$ cat src/rtl/prog_loader.sv
// Byte-stream program loader: frames {addr, count, data words, xor checksum} into RAM port B writes.
// Latency: one write strobe cycle after each 4th data byte; loaded/core reset release one cycle after checksum byte.
// Backpressure: byte_ready_o drops in the write cycle and after the checksum; a low byte_valid_i simply stalls.
`timescale 1ns/1ps

module prog_loader #(
   parameter int ADDR_WIDTH = 22,
   parameter int CNT_WIDTH  = 32
) (
   input  logic                  clk_i,
   input  logic                  rst_ni,
   input  logic                  restart_i,
   input  logic                  byte_valid_i,
   input  logic [7:0]            byte_i,
   output logic                  byte_ready_o,
   output logic                  ram_en_o,
   output logic                  ram_we_o,
   output logic [3:0]            ram_be_o,
   output logic [ADDR_WIDTH-1:0] ram_addr_o,
   output logic [31:0]           ram_wdata_o,
   output logic                  core_rst_no,
   output logic                  loaded_o,
   output logic                  err_o,
   output logic [CNT_WIDTH-1:0]  words_o
);

   typedef enum logic [2:0] {
      S_ADDR, S_LEN, S_DATA, S_WRITE, S_CSUM, S_DONE, S_ERR
   } state_e;

   state_e                state_q;
   logic [1:0]            byte_cnt_q;
   logic [31:0]           shift_q;
   logic [ADDR_WIDTH-1:0] addr_q;
   logic [CNT_WIDTH-1:0]  len_q;
   logic [CNT_WIDTH-1:0]  words_q;
   logic [7:0]            xor_q;
   logic                  ready_q;
   logic                  ram_en_q;
   logic [ADDR_WIDTH-1:0] ram_addr_q;
   logic [31:0]           ram_wdata_q;
   logic                  loaded_q;
   logic                  err_q;
   logic                  core_rst_n_q;

   // Byte handshake, little-endian word assembly and running checksum next values
   logic                  xfer_d;
   logic [31:0]           word_d;
   logic [7:0]            xor_d;
   logic [CNT_WIDTH-1:0]  words_inc_d;
   logic [CNT_WIDTH-1:0]  len_field_d;

   assign xfer_d      = byte_valid_i & ready_q;
   assign word_d      = {byte_i, shift_q[31:8]};
   assign xor_d       = xor_q ^ byte_i;
   assign words_inc_d = words_q + CNT_WIDTH'(1);
   assign len_field_d = CNT_WIDTH'(word_d);

   // Framing FSM with all outputs registered; restart overrides any byte accepted in the same cycle
   always_ff @(posedge clk_i or negedge rst_ni) begin
      if (!rst_ni) begin
         state_q      <= S_ADDR;
         byte_cnt_q   <= 2'd0;
         shift_q      <= 32'd0;
         addr_q       <= '0;
         len_q        <= '0;
         words_q      <= '0;
         xor_q        <= 8'd0;
         ready_q      <= 1'b0;
         ram_en_q     <= 1'b0;
         ram_addr_q   <= '0;
         ram_wdata_q  <= 32'd0;
         loaded_q     <= 1'b0;
         err_q        <= 1'b0;
         core_rst_n_q <= 1'b0;
      end else begin
         ram_en_q <= 1'b0;
         if (restart_i) begin
            state_q      <= S_ADDR;
            byte_cnt_q   <= 2'd0;
            shift_q      <= 32'd0;
            len_q        <= '0;
            words_q      <= '0;
            xor_q        <= 8'd0;
            ready_q      <= 1'b1;
            loaded_q     <= 1'b0;
            err_q        <= 1'b0;
            core_rst_n_q <= 1'b0;
         end else begin
            case (state_q)
               S_ADDR: begin
                  ready_q <= 1'b1;
                  if (xfer_d) begin
                     byte_cnt_q <= byte_cnt_q + 2'd1;
                     shift_q    <= word_d;
                     xor_q      <= xor_d;
                     if (byte_cnt_q == 2'd3) begin
                        addr_q  <= {word_d[ADDR_WIDTH-1:2], 2'b00};
                        state_q <= S_LEN;
                     end
                  end
               end
               S_LEN: begin
                  ready_q <= 1'b1;
                  if (xfer_d) begin
                     byte_cnt_q <= byte_cnt_q + 2'd1;
                     shift_q    <= word_d;
                     xor_q      <= xor_d;
                     if (byte_cnt_q == 2'd3) begin
                        len_q   <= len_field_d;
                        state_q <= (len_field_d == '0) ? S_CSUM : S_DATA;
                     end
                  end
               end
               S_DATA: begin
                  ready_q <= 1'b1;
                  if (xfer_d) begin
                     byte_cnt_q <= byte_cnt_q + 2'd1;
                     shift_q    <= word_d;
                     xor_q      <= xor_d;
                     if (byte_cnt_q == 2'd3) begin
                        ram_en_q    <= 1'b1;
                        ram_addr_q  <= addr_q;
                        ram_wdata_q <= word_d;
                        ready_q     <= 1'b0;
                        state_q     <= S_WRITE;
                     end
                  end
               end
               S_WRITE: begin
                  ready_q <= 1'b1;
                  addr_q  <= addr_q + ADDR_WIDTH'(4);
                  words_q <= words_inc_d;
                  state_q <= (words_inc_d == len_q) ? S_CSUM : S_DATA;
               end
               S_CSUM: begin
                  ready_q <= 1'b1;
                  if (xfer_d) begin
                     ready_q <= 1'b0;
                     if (byte_i == xor_q) begin
                        loaded_q     <= 1'b1;
                        core_rst_n_q <= 1'b1;
                        state_q      <= S_DONE;
                     end else begin
                        err_q   <= 1'b1;
                        state_q <= S_ERR;
                     end
                  end
               end
               S_DONE: ready_q <= 1'b0;
               S_ERR:  ready_q <= 1'b0;
               default: begin
                  ready_q <= 1'b0;
                  state_q <= S_ADDR;
               end
            endcase
         end
      end
   end

   assign byte_ready_o = ready_q;
   assign ram_en_o     = ram_en_q;
   assign ram_we_o     = ram_en_q;
   assign ram_be_o     = {4{ram_en_q}};
   assign ram_addr_o   = ram_addr_q;
   assign ram_wdata_o  = ram_wdata_q;
   assign core_rst_no  = core_rst_n_q;
   assign loaded_o     = loaded_q;
   assign err_o        = err_q;
   assign words_o      = words_q;

endmodule

$ cat config.mk
export PLATFORM = sky130hd
export DESIGN_NAME = prog_loader
export DESIGN_NICKNAME = d
export VERILOG_FILES = /design/src/rtl/prog_loader.sv
export SDC_FILE = /design/constraint.sdc
export NUM_CORES = 1
export LEC_CHECK = 0
export BUFFER_PORTS_ARGS = -buffer_cell sky130_fd_sc_hd__clkbuf_2
export CAP_MARGIN = 20
export CORE_MARGIN = 8
export CORE_UTILIZATION = 55
export CTS_CLUSTER_DIAMETER = 60
export DETAILED_ROUTE_END_ITERATION = 6
export HOLD_SLACK_MARGIN = 0.1
export PLACE_DENSITY = 0.76
export SYNTH_ARGS = -nofsm -noshare
export SYNTH_HDL_FRONTEND = slang
export SYNTH_SLANG_ARGS = --single-unit
$ cat constraint.sdc
create_clock -name clk_i -period 2.8 [get_ports clk_i]
set_input_delay 0.42 -clock clk_i [delete_from_list [all_inputs] [get_ports clk_i]]
set_output_delay 0.42 -clock clk_i [all_outputs]
set_load 0.02 [all_outputs]
# After elaboration in Yosys (flattened, before gate mapping)
# Index checks and enable logic that the tools add are counted.
op_classes:
  addsub: 3
  n_eq_ne: 20
  mux: 47
  bitwise: 3
  n_reduce_logical: 20
ops:
  columns: ["cell", "count"]
  rows:
  - ["32-bit 2-to-1 mux", 9]
  - ["22-bit 2-to-1 mux", 2]
  - ["22-bit one-hot mux with 2 select lines", 1]
  - ["32-bit by 1-bit adder with 32-bit output, second input constant", 1]
  - ["32-bit equality test", 1]
  - ["32-bit zero test", 1]
  - ["3-bit 2-to-1 mux", 10]
  - ["8-bit 2-to-1 mux", 3]
  - ["22-bit by 3-bit adder with 22-bit output, second input constant", 1]
  - ["3-bit != test, second input constant", 7]
  - ["3-bit one-hot mux with 6 select lines", 1]
  - ["1-bit 2-to-1 mux", 16]
  - ["2-bit nonzero test", 8]
  - ["3-bit equality test, second input constant", 3]
  - ["3-bit AND reduction", 3]
  - ["8-bit equality test", 1]
  - ["2-bit 2-to-1 mux", 4]
  - ["4-bit AND reduction", 2]
  - ["8-bit AND reduction", 1]
  - ["8-bit XOR", 1]
  - ["3-bit by 2-bit equality test with 1-bit output, second input constant", 2]
  - ["2-bit != test, second input constant", 3]
  - ["3-bit OR reduction", 2]
  - ["3-bit by 1-bit equality test with 1-bit output, second input constant", 1]
  - ["9 further kinds", 9]
totals:
  regBits: 189
  input_bits: 12
  out_inout_bits: 96
  elab_cells: 106

# Longest topological paths before layout
# Gate-level depths: netlist of run 1.
logic_depth:
  word_depth: 6
  mapped_depth: 9
  depth_no_buf: 8

# Least setup slack after synthesis of run 1
# Ideal clock, no wire load.
synth_path:
  kind: "register to register"
  startpoint: "register words_q[1] (netlist: words_o[1])"
  endpoint: "register state_q[1]"
  arrival_time_ns: 2.580
  t_required_ns: 2.664
  slack_ns: 0.084
  stages_incl_launch_ff: 10
  cell_sequence: "dfrtp_1 ha_1 nand3_1 or3_1 buf_2 or4_1 a22o_1 nor4_1 and4_1 a211oi_1"
synth_between:
  elab_chain_cells: 5
synth_lines:
  columns: ["item", "line", "rtl"]
  rows:
  - ["start, declared", "36", "logic [CNT_WIDTH-1:0] words_q;"]
  - ["start signal, assigned", "133", "words_q <= words_inc_d;"]
  - ["32-bit by 1-bit adder with 32-bit output", "56", "assign words_inc_d = words_q + CNT_WIDTH'(1);"]
  - ["32-bit equality test", "134", "state_q <= (words_inc_d == len_q) ? S_CSUM : S_DATA;"]
  - ["3-bit 2-to-1 mux", "134", null]
  - ["3-bit one-hot mux with 6 select lines", "90", "case (state_q)"]
  - ["3-bit 2-to-1 mux", "78", "if (restart_i) begin"]
  - ["end signal, assigned", "111", "state_q <= (len_field_d == '0) ? S_CSUM : S_DATA;"]
  - ["end signal, assigned", "134", null]
  - ["end, declared", "31", "state_e state_q;"]
# No other way between the ends.
# A chain may end at the register's enable or synchronous reset.

# Worst setup path in the final report of run 1
# Ends and elaborated chain as after synthesis.

==> reports/metrics.csv, run 1 <==
stage;metric;value;unit
outcome;outcome;completed;
synthesis;ys flop type;dfrtp_1;
timing;Final min period;2.64;ns
final_layout;Multi-input gate area;4170;um^2
floorplan;Core Footprint;15900;um^2
placed_design;gpl congestion;0.895;
clock_tree;CTS Buf Count;17;
run;max-cap viol count;0;
global_routing;largest net degree at the start of global routing;105;
clock_tree;maximum clock path buffer count;2;
power;Peak VDD IR;445;uV
final_layout;ANT cells;0;
critical_path;worst path arrival time;2.89;ns
synthesis;EDFF count, synth;0;
final_layout;synth-to-layout area growth;16.8;%
critical_path;slowest stage cell, crit path;or4_1;
worst_hold_path;Hold Path Class;primary input to flip-flop;
clock_tree;CTS H-Tree Depth;4;
clock_tree;postcts setup bufs;0;
global_routing;first-pass GRT wire length;40900;um
global_routing;GR Overflow Total;0;
final_layout;final instance area;10400;um^2
floorplan;Initial Util;56.2;%
floorplan;num rows;46;
route;drt total wl;24800;um
floorplan;die height;143;um
global_routing;initial antenna violation count;0;
synthesis;Unique masters post-synth;59;
route;1st-iter DRT viols;846;
synthesis;Synth top area share;49.6;%
clock_tree;CTS Root Cell;clkbuf_16;
timing;Final period util;94.3;%
final_layout;Core Util, Final;65.7;%
critical_path;critical-path cell list;ha_1 > nand3_1 > or3_1 > or4_1 > a22o_1 > nor4_1 > and4_1 > a211oi_1;
route;Routed WL per cell;18.0;um
clock_tree;CTS Sinks;177;
final_layout;commonest cells after routing, fill and taps aside;309 x nand2_1, 177 x dfrtp_1, 103 x clkbuf_2;
clock_tree;TritonCTS clock tree;done;
synthesis;Synth area leader;dfrtp_1;
synthesis;Avg Inst Size Synth;8.47;um^2
synthesis;Yosys warnings;0;
critical_path;Worst Setup Start Kind;flip-flop;
timing;Hold WS;0.273;ns
route;via/cell ratio;5.74;
timing;Final Hold Fails;0;
timing;achievable clock frequency;379;MHz
critical_path;crit path kind;flip-flop to flip-flop;
final_layout;Nets;1169;
placed_design;DPL Wire Length;17200;um
global_routing;vias in the first global route;7744;
clock_tree;Skew-Pair Late Insertion Delay;0.43;ns
route;DRC viols;0;
final_layout;Layout fillers;1376;
timing;worst-margin pin slew;1.11;ns
critical_path;Worst Path Required;3.05;ns
floorplan;io pins;108;
global_routing;Total Routing Usage GR;25.3;%
synthesis;sequential element share of the synthesized area;49.6;%
final_layout;share of cells above drive strength 1;16.9;%
route;Initial DRT Pass Iterations;5;
synthesis;synth top area cells;dfrtp_1 50%, nand2_1 13%, a21oi_1 5.7%, xnor2_1 4.7%, xor2_1 3.2%;
power;pwr dens;534;nW/um^2
timing;Post-Route Setup TNS;0;ns
synthesis;Syn Inst Count;1054;
floorplan;total die area;20600;um^2
critical_path;Crit Path Max Fanout;3;
route;routed via count;7937;
timing;clock skew;0.0101;ns
timing;setup violators final;0;
floorplan;Die X;143;um
route;post-route ant nets;0;
power;Pwr Total;5570;uW
timing;Slew Limit Fails;0;
synthesis;ys async rst share;100;%
final_layout;commonest non-fill, non-tap cell in the layout;nand2_1;
power;Leak Pwr;0.00491;uW
critical_path;largest stage delay on the critical path;0.55;ns
synthesis;Post-Syn Area;8930;um^2
placed_design;DP Area;9840;um^2
synthesis;Yosys reg bits;177;
timing;Slew HR;26.1;%
critical_path;CP endpoint kind;flip-flop;
final_layout;FF/Latch Area;4430;um^2
timing;unrepaired setup endpoints after global routing;false;
placed_design;Buffers on Ports;105;
clock_tree;Worst-path clk slew;0.07;ns
synthesized netlist by cell type, types with 3 or more instances:
| library cell | number |
|---|---|
| o21a_1 | 3 |
| or4_1 | 5 |
| buf_4 | 8 |
| a211o_1 | 3 |
| o31ai_1 | 3 |
| nor2_1 | 76 |
| nor2b_1 | 4 |
| dfrtp_1 | 177 |
| a31oi_1 | 5 |
| xnor2_1 | 48 |
| nand2_1 | 309 |
| inv_1 | 6 |
| nor3_1 | 20 |
| buf_2 | 7 |
| o22ai_1 | 9 |
| and3_1 | 14 |
| clkbuf_1 | 58 |
| nand3_1 | 27 |
| ha_1 | 3 |
| a211oi_1 | 3 |
| nand2b_1 | 5 |
| a21oi_1 | 101 |
| nand4_1 | 15 |
| nor4_1 | 20 |
| and4_1 | 7 |
| xor2_1 | 33 |
| a2bb2oi_1 | 4 |
| a22oi_1 | 3 |
| or3_1 | 14 |
| o21ai_0 | 29 |
what timing repair did:
action	CTS	global route
gates resized for setup	0	1
endpoints found under the hold margin	56	0
hold buffers	1	0
endpoints found under the setup margin	0	2
path summary, 6_finish.rpt:
kind	startpoint	endpoint	slack, ns	depth (start not counted)
max	words_o[1]	state_q[1]	0.16	8
min	byte_i[0]	ram_wdata_o[24]	0.27	3
max reg2reg	words_o[1]	state_q[1]	0.16	8
min reg2reg	ram_addr_o[13]	ram_addr_o[13]	0.47	2
max in group asynchronous	rst_ni	len_q[20]	1.55	3
min in group asynchronous	rst_ni	ram_wdata_o[12]	0.53	2
worst max-delay path, delay by kind of cell (launching register included):
family,cells,cell delay (ns)
adder cells (fa/ha/maj),1,0.19
AND/OR/NAND/NOR,5,1.62
AO/OA/AOI/OAI,2,0.30
flip-flops,1,0.36
power breakdown:
group          leakage (uW)  total, uW  internal, uW  switching (uW)
logic               0.00222        379           144             234
clock network      0.000272       2330          1300            1030
registers           0.00243       2870          2690             172
cell type report:
| type | instances | area share, % |
|---|---|---|
| sequential | 177 | 42.5 |
| multi-input combinational | 796 | 40.0 |
| timing repair buffer | 155 | 9.22 |
| clock buffer | 21 | 4.51 |
| tap | 216 | 2.59 |
| clock inverter | 11 | 1.01 |
| inverter | 7 | 0.252 |
sequential cells by signal (all words and copies together) (netlist names), 3 cells and up:
signal,count
len_q,32
ram_addr_o,20
ram_wdata_o,32
shift_q,24
state_q,3
xor_q,8
words_o,32
addr_q,20
layer usage:
layer / share of wire [%] / global-route usage [%] / up-vias
li1: - / - / 3746
met1: 46 / 35.6 / 3890
met2: 46 / 39.5 / 273
met3: 6.5 / 4.21 / 28
met4: 1.5 / 7.58 / 0
met5: 0 / 0 / -
through the flow:
stage / setup slack, ns / cells
6_report: 0.159 / 1383
3_5_place_dp: 0.168 / 1350
4_1_cts: 0.155 / 1383
3_3_place_gp: 0.207 / 1350
5_1_grt: 0.0275 / 1383
2_1_floorplan: 0.0836 / 1055
logic make-up after synthesis:
group	share of synthesized area, %
adder cells (fa/ha/maj)	0.420
multiplexers	0.238
AND/OR/NAND/NOR	26.4
XOR/XNOR	7.94
buffers and inverters	3.90
AO/OA/AOI/OAI	11.5
other	0.0420
flip-flops	49.6
Power figures use the tool's default switching activity.
==> run 2: changes to the inputs <==
--- a/config.mk
+++ b/config.mk
@@ -12,6 +12,7 @@
 export CTS_CLUSTER_DIAMETER = 60
 export DETAILED_ROUTE_END_ITERATION = 6
 export HOLD_SLACK_MARGIN = 0.1
+export MAX_ROUTING_LAYER = met4
 export PLACE_DENSITY = 0.76
 export SYNTH_ARGS = -nofsm -noshare
 export SYNTH_HDL_FRONTEND = slang
==> run 2 against run 1 <==
Compared with the run above: critical path depth shrank 1; cell count decreased by 0.14%; clock skew shrank 0.0015 ns; register-to-register slack lost 0.04 ns; clock power increased by 7%; via count shrank 1.0%; die area did not move; sequential share of layout area down 0.064 points; utilization up 0.12 points; critical path type unchanged.
==> reports/metrics.csv, run 2 (synthesis results as in run 1) <==
stage;metric;value;unit
timing;Hold WS;0.269;ns
clock_tree;maximum clock path buffer count;2;
global_routing;M1 GR Usage;35.3;%
placed_design;DPL Wire Length;17200;um
floorplan;io pins;108;
final_layout;ANT cells;0;
critical_path;crit path kind;flip-flop to flip-flop;
floorplan;Core Footprint;15900;um^2
floorplan;die height;143;um
route;post-route ant nets;0;
timing;Post-Route Setup TNS;0;ns
route;DRC viols;0;
global_routing;grt met2 use;38.7;%
critical_path;largest stage delay on the critical path;0.54;ns
final_layout;synth-to-layout area growth;17.1;%
clock_tree;Skew-Pair Late Insertion Delay;0.44;ns
route;drt total wl;24700;um
critical_path;delay-heaviest family, CP;simple AND/OR/NAND/NOR gates;
power;pwr dens;548;nW/um^2
timing;achievable clock frequency;373;MHz
critical_path;setup slack, reg-to-reg;0.12;ns
timing;setup violators final;0;
final_layout;Layout fillers;1366;
global_routing;GR Overflow Total;0;
clock_tree;CTS Root Cell;clkbuf_16;
critical_path;Crit Path Max Fanout;9;
critical_path;critical-path cell list;nand3_2 > or3_1 > or4_1 > a22o_1 > nor4_1 > and4_1 > a211oi_1;
route;via/cell ratio;5.69;
critical_path;slowest stage cell, crit path;or4_1;
final_layout;Nets;1169;
timing;unrepaired setup endpoints after global routing;false;
critical_path;CP Launch Point;words_o[10];
critical_path;CP endpoint kind;flip-flop;
global_routing;Total Routing Usage GR;25.9;%
clock_tree;TritonCTS clock tree;done;
critical_path;reg2reg start;words_o[10];
placed_design;gpl congestion;0.893;
timing;worst-margin pin slew;1.07;ns
power;Leak Pwr;0.00493;uW
critical_path;CP Capture Point;state_q[1];
clock_tree;Worst-path clk slew;0.06;ns
critical_path;WP buf/inv;0;
critical_path;capture point of the worst reg-to-reg path;state_q[1];
timing;Final min period;2.68;ns
final_layout;share of cells above drive strength 1;16.9;%
final_layout;FF/Latch Area;4430;um^2
clock_tree;CTS Sinks;177;
global_routing;first-pass GRT wire length;40400;um
power;Peak VDD IR;446;uV
final_layout;commonest cells after routing, fill and taps aside;309 x nand2_1, 176 x dfrtp_1, 103 x clkbuf_2;
run;max-cap viol count;0;
route;routed via count;7854;
global_routing;largest net degree at the start of global routing;105;
timing;Final Hold Fails;0;
clock_tree;CTS Buf Count;17;
critical_path;Worst Path Required;3.06;ns
final_layout;final instance area;10500;um^2
clock_tree;CTS H-Tree Depth;4;
critical_path;worst path arrival time;2.94;ns
global_routing;vias in the first global route;7615;
timing;Final period util;95.7;%
route;Routed WL per cell;17.9;um
floorplan;num rows;46;
timing;Slew HR;28.4;%
final_layout;Multi-input gate area;4180;um^2
route;Initial DRT Pass Iterations;5;
critical_path;R2R depth;7;
critical_path;Worst Setup Start Kind;flip-flop;
outcome;outcome;completed;
timing;clock skew;0.00863;ns
floorplan;total die area;20600;um^2
floorplan;Die X;143;um
placed_design;DP Area;9820;um^2
floorplan;Initial Util;56.2;%
timing;Slew Limit Fails;0;
global_routing;M3 GR Usage;4.51;%
global_routing;GRT busiest layer;met2;
placed_design;Buffers on Ports;105;
worst_hold_path;Hold Path Class;primary input to flip-flop;
final_layout;Core Util, Final;65.8;%
route;1st-iter DRT viols;760;
global_routing;initial antenna violation count;0;
critical_path;number of cells on the critical path;7;
final_layout;commonest non-fill, non-tap cell in the layout;nand2_1;
run 2: changes by cell type in the layout (fill, tap and decap cells not counted), moves of 2 or more:
cell	before	now
buf_12	4	2
clkinv_4	3	1
clkbuf_8	3	1
buf_4	46	48
bufinv_16	1	4
run 2: cell type report:
type	instances	area share, %
sequential	177	42.4
multi-input combinational	796	40.0
timing repair buffer	155	8.97
clock buffer	20	4.27
tap	216	2.59
clock inverter	10	1.54
inverter	7	0.251
run 2: worst register-to-register path, cell delays in order, from the launching register on:
cell      delay, ns
dfrtp_1        0.44
nand3_2        0.20
or3_1          0.46
or4_1          0.54
a22o_1         0.21
nor4_1         0.28
and4_1         0.29
a211oi_1       0.09
run 2: metrics by stage:
step,setup WS (ns),total power [uW],instances
2_1_floorplan,0.0836,3090,1055
3_3_place_gp,0.129,3270,1350
3_5_place_dp,0.0230,3280,1350
4_1_cts,0.0275,5760,1381
5_1_grt,0.0205,5930,1381
6_report,0.119,5730,1381
run 2: how the worst min path moves through the flow:
stage,from,to,slack [ns],cells after the start
after CTS,byte_i[0],ram_wdata_o[24],0.26,3
after floorplan,rst_ni,addr_q[10],0.12,0
final,byte_i[0],ram_wdata_o[24],0.27,3
after detailed placement,rst_ni,ram_wdata_o[8],0.38,1
after global placement,rst_ni,ram_wdata_o[9],0.38,1
after global routing,byte_i[0],len_q[24],0.29,3
run 2: per-layer routing:
layer / up-vias / routed length, um
met2: 274 / 11400
met1: 3786 / 11300
li1: 3754 / -
met5: - / 0
met4: 0 / 489
met3: 40 / 1590
run 2: power breakdown:
group	leakage, uW	switching [uW]	internal [uW]
combinational	0.00221	239	144
sequential	0.00243	166	2700
clock	0.000288	982	1500
run 2: what timing repair did:
action                                  CTS  global route
endpoints found under the hold margin    43             0
hold buffers                              1             0
endpoints found under the setup margin    0             2
buffers inserted                          0             0
gates resized for setup                   0             4
==> run 3: changes to the inputs <==
--- a/config.mk
+++ b/config.mk
@@ -8,12 +8,13 @@
 export BUFFER_PORTS_ARGS = -buffer_cell sky130_fd_sc_hd__clkbuf_2
 export CAP_MARGIN = 20
 export CORE_MARGIN = 8
-export CORE_UTILIZATION = 55
+export CORE_UTILIZATION = 50
 export CTS_CLUSTER_DIAMETER = 60
 export DETAILED_ROUTE_END_ITERATION = 6
 export HOLD_SLACK_MARGIN = 0.1
 export MAX_ROUTING_LAYER = met4
-export PLACE_DENSITY = 0.76
+export PLACE_DENSITY = 0.7
+export SETUP_SLACK_MARGIN = 0.15
 export SYNTH_ARGS = -nofsm -noshare
 export SYNTH_HDL_FRONTEND = slang
 export SYNTH_SLANG_ARGS = --single-unit
==> run 3 against run 2 <==
Compared with the run above: critical path depth up 2; flip-flop and latch count stayed put; worst hold slack improved by 0.0020 ns; power decreased by 1.6%; via count fell by 0.20%; die area is 8.9% higher; fmax grew 3.3%; clock-buffer cell count unchanged; largest cell class unchanged; utilization fell by 6.7 points.
==> reports/metrics.csv, run 3 (synthesis results as in run 1) <==
stage;metric;value;unit
outcome;outcome;completed;
critical_path;crit-path most repeated cell;nor4_1;
clock_tree;CTS H-Tree Depth;4;
timing;Slew HR;28.0;%
critical_path;reg2reg start;words_o[1];
critical_path;worst path arrival time;2.86;ns
worst_hold_path;Hold Path Class;primary input to flip-flop;
floorplan;die height;150;um
route;via/cell ratio;5.63;
final_layout;share of cells above drive strength 1;17.4;%
timing;achievable clock frequency;385;MHz
critical_path;largest stage delay on the critical path;0.52;ns
worst_hold_path;hold path start;byte_i[0];
placed_design;Buffers on Ports;105;
power;pwr dens;538;nW/um^2
global_routing;GR Overflow Total;0;
global_routing;initial antenna violation count;0;
clock_tree;maximum clock path buffer count;2;
placed_design;Placed Cells incl. Taps;1357;
route;DRC viols;0;
final_layout;ANT cells;0;
timing;Final min period;2.60;ns
critical_path;setup slack, reg-to-reg;0.20;ns
placed_design;DPL Wire Length;17200;um
route;routed via count;7838;
power;Pwr Total;5640;uW
timing;unrepaired setup endpoints after global routing;false;
route;Initial DRT Pass Iterations;5;
placed_design;Placement Setup Slack;0.0902;ns
power;Peak VDD IR;446;uV
floorplan;Die X;150;um
critical_path;Crit Path Max Fanout;11;
critical_path;Worst Setup Start Kind;flip-flop;
global_routing;first-pass GRT wire length;39700;um
critical_path;crit path kind;flip-flop to flip-flop;
final_layout;non-filler cells, final;1393;
clock_tree;TritonCTS clock tree;done;
placed_design;gpl congestion;0.895;
final_layout;synth-to-layout area growth;17.3;%
clock_tree;Skew-Pair Late Insertion Delay;0.43;ns
critical_path;capture point of the worst reg-to-reg path;state_q[1];
critical_path;CP endpoint kind;flip-flop;
clock_tree;CTS Root Cell;clkbuf_16;
global_routing;Total Routing Usage GR;23.2;%
clock_tree;CTS Sinks;177;
clock_tree;Worst-path clk slew;0.07;ns
global_routing;vias in the first global route;7242;
route;drt total wl;24900;um
timing;Post-Route Setup TNS;0;ns
floorplan;Initial Util;50.4;%
route;1st-iter DRT viols;743;
worst_hold_path;Hold Crit Endpoint;ram_wdata_o[24];
timing;clock skew;0.00814;ns
floorplan;total die area;22400;um^2
power;Leak Pwr;0.00491;uW
floorplan;num rows;49;
floorplan;Core Footprint;17700;um^2
global_routing;largest net degree at the start of global routing;105;
critical_path;R2R depth;9;
floorplan;io pins;108;
critical_path;Worst Path Required;3.06;ns
clock_tree;CTS Buf Count;17;
timing;Final Hold Fails;0;
final_layout;commonest cells after routing, fill and taps aside;309 x nand2_1, 172 x dfrtp_1, 103 x clkbuf_2;
critical_path;critical-path cell list;ha_1 > nand3_1 > buf_4 > nor4_1 > xnor2_1 > or4_1 > nor4_1 > and4_1 > a211oi_2;
final_layout;Nets;1167;
timing;Slew Limit Fails;0;
route;post-route ant nets;0;
route;Routed WL per cell;17.9;um
timing;worst-margin pin slew;1.08;ns
timing;setup violators final;0;
timing;Final period util;92.7;%
worst_hold_path;depth of the worst hold-timing path;3;
critical_path;slowest stage cell, crit path;or4_1;
timing;Final WS setup;0.204;ns
final_layout;commonest non-fill, non-tap cell in the layout;nand2_1;
run;max-cap viol count;0;
run 3: worst max path at each step:
stage,from,to,slack (ns),depth (start not counted)
floorplan,words_o[8],state_q[1],0.17,9
global placement,words_o[7],state_q[1],0.17,7
detailed placement,words_o[7],state_q[1],0.09,7
CTS,words_o[0],state_q[1],0.15,9
global route,words_o[1],state_q[1],0.12,9
finish,words_o[1],state_q[1],0.20,9
run 3: final cells by class:
type / instances / area [um^2]
clock buffer: 20 / 457
timing repair buffer: 153 / 947
fill: 1605 / 7240
tap: 229 / 287
inverter: 7 / 26.3
multi-input combinational: 796 / 4190
clock inverter: 11 / 130
sequential: 177 / 4440
run 3: where the power goes:
| part | leakage (uW) | total (uW) | internal [uW] | switching [uW] |
|---|---|---|---|---|
| registers | 0.00242 | 2870 | 2690 | 172 |
| clock network | 0.000276 | 2390 | 1360 | 1030 |
| logic | 0.00222 | 381 | 144 | 237 |
| total | 0.00491 | 5640 | 4200 | 1430 |
run 3: metal layers:
metal | vias to the layer above | global-route usage [%] | wire length, um
met5 | - | - | 0
met4 | 0 | 6.11 | 344
met3 | 30 | 3.81 | 1540
met2 | 253 | 34.1 | 11600
met1 | 3798 | 32.8 | 11400
li1 | 3757 | - | -
run 3: what timing repair did:
| item | 4_1_cts | 5_1_grt |
|---|---|---|
| endpoints found under the hold margin | 51 | 0 |
| buffers inserted | 0 | 4 |
| hold buffers | 1 | 0 |
| gates resized for setup | 1 | 8 |
| cloned | 0 | 0 |
| endpoints found under the setup margin | 2 | 2 |
run 3: metrics by stage:
stage / cell area, um^2 / utilization (%) / hold slack, ns
floorplan: 8930 / - / 0.124
finish: 10500 / 59.1 / 0.271
global placement: 9820 / 55.4 / 0.405
global route: 10500 / 59.1 / 0.287
detailed placement: 9820 / 55.4 / 0.405
CTS: 10400 / 58.8 / 0.273
run 3: worst max-delay path: cells and delay by family (launching register included):
family,cells,cell delay (ns)
xor gates and xnor gates,1,0.11
AOI/OAI and AO/OA,1,0.08
DFF,1,0.39
adders and majority gates,1,0.18
buffers and inverters,1,0.18
and+or+nand+nor,5,1.48
